**src/rtl/spi_cmd_sequencer.sv**
```systemverilog
// rtl/spi_cmd_sequencer.sv - command FIFO and launch sequencer ahead of CPU_spi
// Queues host words, strobes each one into CPU_spi and follows CS for completion or start timeout.
module spi_cmd_sequencer #(
  parameter int DEPTH         = 4,
  parameter int STB_CYCLES    = 2,
  parameter int GAP_CYCLES    = 4,
  parameter int START_TIMEOUT = 64
) (
  input  logic                   CLK,
  input  logic                   RESET,
  input  logic                   wr_en,
  input  logic [15:0]            wr_data,
  output logic                   full,
  output logic                   empty,
  output logic [$clog2(DEPTH):0] level,
  input  logic                   CS,
  output logic [15:0]            transaccion,
  output logic                   START_STB,
  output logic                   busy,
  output logic [7:0]             done_count,
  output logic                   timeout_err
);

  localparam int AW   = $clog2(DEPTH);
  localparam int CMAX = (START_TIMEOUT > STB_CYCLES)
                      ? ((START_TIMEOUT > GAP_CYCLES) ? START_TIMEOUT : GAP_CYCLES)
                      : ((STB_CYCLES > GAP_CYCLES) ? STB_CYCLES : GAP_CYCLES);
  localparam int CW   = $clog2(CMAX + 1);

  localparam logic [CW-1:0] STB_LAST   = CW'(STB_CYCLES);
  localparam logic [CW-1:0] TO_LAST    = CW'(START_TIMEOUT - 1);
  localparam logic [CW-1:0] GAP_LAST   = CW'((GAP_CYCLES > 0) ? GAP_CYCLES - 1 : 0);
  localparam logic [AW:0]   FULL_LEVEL = (AW + 1)'(DEPTH);

  typedef enum logic [2:0] {
    IDLE,
    LOAD,
    STROBE,
    WAIT_LOW,
    WAIT_HIGH,
    GAP
  } state_t;

  state_t        state, state_d;
  logic [CW-1:0] cnt, cnt_d;
  logic          stb_d;
  logic [15:0]   trans_d;
  logic [7:0]    done_d;
  logic          err_d;

  logic [15:0]   mem [DEPTH];
  logic [AW-1:0] wr_ptr, rd_ptr;
  logic [AW:0]   count;
  logic          push, pop;

  // A push into a full FIFO is still accepted when the head leaves on the same edge.
  assign pop   = (state == LOAD);
  assign push  = wr_en && (!full || pop);
  assign full  = (count == FULL_LEVEL);
  assign empty = (count == '0);
  assign level = count;
  assign busy  = (state != IDLE);

  always_ff @(posedge CLK or negedge RESET) begin
    if (!RESET) begin
      for (int i = 0; i < DEPTH; i++) begin
        mem[i] <= '0;
      end
      wr_ptr <= '0;
      rd_ptr <= '0;
      count  <= '0;
    end else begin
      if (push) begin
        mem[wr_ptr] <= wr_data;
        wr_ptr      <= wr_ptr + 1'b1;
      end
      if (pop) begin
        rd_ptr <= rd_ptr + 1'b1;
      end
      case ({push, pop})
        2'b10:   count <= count + 1'b1;
        2'b01:   count <= count - 1'b1;
        default: count <= count;
      endcase
    end
  end

  always_ff @(posedge CLK or negedge RESET) begin
    if (!RESET) begin
      state       <= IDLE;
      cnt         <= '0;
      START_STB   <= 1'b0;
      transaccion <= 16'h0000;
      done_count  <= 8'h00;
      timeout_err <= 1'b0;
    end else begin
      state       <= state_d;
      cnt         <= cnt_d;
      START_STB   <= stb_d;
      transaccion <= trans_d;
      done_count  <= done_d;
      timeout_err <= err_d;
    end
  end

  always_comb begin
    state_d = state;
    cnt_d   = cnt;
    stb_d   = START_STB;
    trans_d = transaccion;
    done_d  = done_count;
    err_d   = timeout_err;
    case (state)
      IDLE: begin
        if (!empty) begin
          state_d = LOAD;
        end
      end
      LOAD: begin
        trans_d = mem[rd_ptr];
        cnt_d   = '0;
        state_d = STROBE;
      end
      // The strobe register rises one edge after entering STROBE and falls on the WAIT_LOW entry edge.
      STROBE: begin
        if (cnt == STB_LAST) begin
          stb_d   = 1'b0;
          cnt_d   = '0;
          state_d = WAIT_LOW;
        end else begin
          stb_d = 1'b1;
          cnt_d = cnt + 1'b1;
        end
      end
      WAIT_LOW: begin
        if (!CS) begin
          state_d = WAIT_HIGH;
        end else if (cnt == TO_LAST) begin
          err_d   = 1'b1;
          cnt_d   = '0;
          state_d = (GAP_CYCLES == 0) ? IDLE : GAP;
        end else begin
          cnt_d = cnt + 1'b1;
        end
      end
      WAIT_HIGH: begin
        if (CS) begin
          done_d  = done_count + 8'd1;
          cnt_d   = '0;
          state_d = (GAP_CYCLES == 0) ? IDLE : GAP;
        end
      end
      GAP: begin
        if (cnt == GAP_LAST) begin
          state_d = IDLE;
        end else begin
          cnt_d = cnt + 1'b1;
        end
      end
      default: begin
        state_d = IDLE;
      end
    endcase
  end

endmodule

```
**config.mk**
```make
export PLATFORM = sky130hd
export DESIGN_NAME = spi_cmd_sequencer
export DESIGN_NICKNAME = d
export VERILOG_FILES = /design/src/rtl/spi_cmd_sequencer.sv
export SDC_FILE = /design/constraint.sdc
export NUM_CORES = 1
export LEC_CHECK = 0
export ABC_AREA = 1
export BUFFER_PORTS_ARGS = -buffer_cell sky130_fd_sc_hd__buf_2
export CAP_MARGIN = 40
export CELL_PAD_IN_SITES_DETAIL_PLACEMENT = 0
export CELL_PAD_IN_SITES_GLOBAL_PLACEMENT = 1
export CORE_UTILIZATION = 25
export CTS_CLUSTER_DIAMETER = 200
export DETAILED_ROUTE_END_ITERATION = 8
export PLACE_DENSITY = 0.61
export SLEW_MARGIN = 20
export SYNTH_ARGS = -nofsm -noshare
export SYNTH_HDL_FRONTEND = slang
export SYNTH_SLANG_ARGS = --single-unit
```
**constraint.sdc**
```tcl
create_clock -name CLK -period 4.2 [get_ports CLK]
set_input_delay 0.63 -clock CLK [delete_from_list [all_inputs] [get_ports CLK]]
set_output_delay 0.63 -clock CLK [all_outputs]
set_load 0.03 [all_outputs]
```
# Word-level counts from Yosys, hierarchy flattened
# Index checks and enable logic that the tools add are counted.
# classes
n_eq_ne,18
n_reduce_logical,13
n_mux,21
n_bitwise,2
order_cmp,3
n_addsub,6
# ops
op,count
$bwmux W64,1
$mux W16,3
$mux W7,5
$pmux W7 S5,1
$bmux W16 S2,1
$demux W16 S2,1
$mux W3,6
$pmux W3 S6,1
$eq A7 B2 Y1 const B,2
$ne A2 B2 Y1 const B,6
$eq A3 B3 Y1 const B,3
$add A8 B1 Y8 const B,1
$add A7 B1 Y7 const B,1
$eq A7 B6 Y1 const B,1
$eq A3 B2 Y1 const B,2
$ge A3 B3 Y1 const B,2
$logic_not A3 Y1,2
$not A2 Y3,2
$pmux W3 S2,1
$reduce_and A5 Y1,1
$reduce_bool A5 Y1,1
$add A2 B1 Y2 const B,2
$reduce_and A4 Y1,1
$add A3 B1 Y3 const B,1
other kinds (14),15
# word_totals
out_inout_bits,32
inputBits,20
regBits,107
word_cells,76

# Longest topological paths before layout
# depth
depth_word,6
mapped_depth,12
ltp_nobuf,12

# Worst setup path before layout
# Ideal clock, no wire load.
# synth_path
path_type,register to output
start,"register count[0], in the netlist level[0]"
end,output port empty
stages_incl_launch_ff,2
t_required_ns,3.570
path_slack_ns,2.309
t_arrival_ns,1.261
path_cell_list,dfrtp_1 -> nor3_1
# synth_between
elab_chain_len,1
# synth_rtl
element,line_no,source
"start, declared",53,logic [AW:0] count;
"start signal, assigned",81,2'b10: count <= count + 1'b1;
"start signal, assigned",82,2'b01: count <= count - 1'b1;
"start signal, assigned",83,default: count <= count;
$logic_not A3 Y1,60,assign empty = (count == '0);
"end, declared",14,"output logic empty,"
# No other way between the ends.

# Final worst setup path
# layout_path
start,register state[1]
end,register mem[44] in the netlist's numbering
# layout_between
elab_chain_len,3
# layout_rtl
element,line_no,source
"start, declared",44,"state_t state, state_d;"
"start signal, assigned",97,state <= state_d;
$eq A3 B1 Y1,57,assign pop = (state == LOAD);
$logic_or A1 B1 Y1,58,assign push = wr_en && (!full || pop);
$logic_and A1 B1 Y1,58,
"end signal, assigned by index",74,mem[wr_ptr] <= wr_data;
"end, declared",51,logic [15:0] mem [DEPTH];
# No other way between the ends.
# A chain may end at the register's enable or synchronous reset.

==> impl_metrics.tcl <==
set metrics [dict create \
    status "complete, no violations" \
    synth_top_area_frac 0.5173 \
    post-cts-setup-buffer-count 0 \
    gr-usage-all-layers 0.1382 \
    seqPwrFrac 0.372 \
    combPwrFrac 0.455 \
    min_period_ns 2.318 \
    hold_ws_ns 0.2079 \
    clock_sinks 107 \
    synthFlopType "dfrtp_1" \
    port_buffers 51 \
    die_area_sq_um 21280 \
    cts_resized 0 \
    ys_warn_count 0 \
    cts.path.max_buffers 2 \
    path_max_fanout 32 \
    power_leakage_nw 2.972 \
    ant_nets 0 \
    stdcell_count 962 \
    p_int_w 0.002496 \
    yosysSeqAreaShare 0.5173 \
    setup_viol 0 \
    core_sq_um 20230 \
    first_iter_violations 216 \
    slowest_stage "nor2_4" \
    start_kind "register" \
    synth_common_cells "nand2_1, dfrtp_1, o21ai_0, inv_1, nor2_1" \
    crit_cells 7 \
    ys_ff_latch 107 \
    clockRootBuffer "clkbuf_16" \
    worst_pin_slew_ns 0.7572 \
    p_clk_frac 0.174 \
    cp.arrival_ns 2.60 \
    drive_gt1_frac 0.1199 \
    final_max_slew_viol_count 0 \
    routed_wl_mm 13.87 \
    route.detailed.drc 0 \
    slowest_delay_ns 0.60 \
    place_inst 946 \
    grt_pass1_vias 4203 \
    yosysUniqueCellTypes 31 \
    initial_utilization 0.2558 \
    dieWidth_um 145.9 \
    first_pass_iters 4 \
    yosysMostFrequentCell "nand2_1" \
    syn_to_final_growth_pct 15.88 \
    syn-num-nets 674 \
    num_antenna_cells 0 \
    tritoncts "done" \
    min_path_type "input port to async pin" \
    antenna_found_initial 0 \
    synth_top_area_cell "dfrtp_1" \
    rsz0062_at_grt "no" \
    switching_share 0.4557 \
    relSlewSlack 0.4940 \
    fmax_mhz 431.3 \
    grt_max_degree 50 \
    netlist_area_sq_um 5176 \
    hold_buffers 0 \
    dp_hpwl_mm 9.028 \
    synth_area_leaders "dfrtp_1, nand2_1, o21ai_0" \
    netlist_instances 646 \
    viasPerCell 4.425 \
    power_switching_w 0.002090 \
    async_reset_ff_frac 1.000 \
    period_share 0.5520 \
    timing_worst_setup_path_type "register to register" \
    peakVddDrop_mv 0.3201 \
    power.density_nw_per_um2 764.5 \
    grt_pass1_wl_mm 22.90 \
    cp-end-kind "register" \
    clk_latency_ns 0.35 \
    post_drt_wl_per_cell_um 14.42 \
    worst_clock_skew_ns 0.01281 \
    fin_total_pwr_w 0.004586 \
    path_buf_inv 1 \
    die_h_um 145.9 \
    finalHoldViolCount 0 \
    critPathRequiredTime_ns 4.48 \
    crit_chain "nor2_2 > nand2_2 > inv_2 > o21ai_4 > nor2_4 > nand2_1 > o21ai_1" \
    r2r_cells 7 \
    fin_tns_setup_ns 0 \
    final_util 0.2964 \
    drv_cap 0 \
    synth_area_per_cell_sq_um 8.013 \
    rows 52 \
    cts-buffers-inserted 9 \
    synth_edf_count 0 \
    htreeDepth 3 \
    cts.clk_slew.worst_paths_ns 0.07 \
    io_pins 52 \
    nets 716 \
    gp_congestion 0.7670 \
    via_count 4257 \
    overflow 0 \
    cpLargestDelayFamily "simple AND/OR/NAND/NOR gates" \
]
final cells by class:
cell class | instances | area (sq um)
fillers | 2194 | 14240
flip-flops and latches | 107 | 2678
multi-input cells | 464 | 2197
repair buffers | 58 | 342.8
well taps | 270 | 337.8
clock buffers | 14 | 254.0
inverters | 48 | 180.2
clock inverters | 1 | 8.758
worst reg2reg max path, delay by kind of cell (launching register included):
kind                   cells  cell delay (ns)
flip-flops                 1             0.44
AO/OA/AOI/OAI              2             0.24
buffers and inverters      1             0.37
AND/OR/NAND/NOR            4             1.21
kinds of logic after synthesis:
group / Yosys count / share of synthesized area
xor+xnor: 13 / 0.02200
fa+ha+maj: 8 / 0.02079
mux: 1 / 0.002175
flops: 107 / 0.5173
simple gates: 295 / 0.2328
buf+inv: 75 / 0.05825
compound gates: 147 / 0.1467
worst paths after layout:
check,start,endpoint,slack (ns)
worst max-delay path,state[1],mem[44],1.88
worst min register to register,mem[17],mem[17],0.48
min in group CLK,mem[17],mem[17],0.48
worst max register to register,state[1],mem[44],1.88
max in group asynchronous,RESET,level[1],3.31
worst min-delay path,RESET,mem[12],0.21
layer usage:
metal	vias up	share of wire	global-route usage	wire (um)
li1	2165	-	-	-
met3	10	0.033	0.03323	454
met2	70	0.46	0.2134	6343
met4	0	0.0094	0.02947	131
met1	2012	0.50	0.1952	6941
met5	-	0	0	0
per-stage QoR:
| step | instance area (sq um) | setup WS (ns) |
|---|---|---|
| floorplan | 5176 | 2.309 |
| global placement | 5688 | 1.652 |
| detailed placement | 5708 | 1.586 |
| CTS | 5971 | 1.561 |
| global route | 5998 | 1.662 |
| finish | 5998 | 1.882 |
cells in the final DEF, fill, tap and decap left out, drive strengths merged:
cell and instances:
nand3 22, mux2 1, o21ai 124, buf 58, nand2 221, nand4 9, inv 48, o21bai 2
dfrtp 107, clkinv 1, xnor2 2, xor2 11, nor3 4, fa 1, clkbuf 14, a21oi 19
o211ai 1, a31oi 1, nor2 39, ha 7
power groups by stage:
stage / Sequential (W) / Combinational, W / Clock [W]
after floorplan: 0.00190 / 0.00127 / 0
after global placement: 0.00173 / 0.00208 / 0
after detailed placement: 0.00173 / 0.00209 / 0
after CTS: 0.00171 / 0.00210 / 0.000828
after global routing: 0.00177 / 0.00239 / 0.000867
final: 0.00170 / 0.00208 / 0.000797
flip-flops by register name (all words and copies together) (netlist names):
name	cells
START_STB	1
cnt	7
done_count	8
level	3
mem	64
rd_ptr	2
state	3
timeout_err	1
transaccion	16
wr_ptr	2
Note: power is estimated with default switching activity, not from simulation.
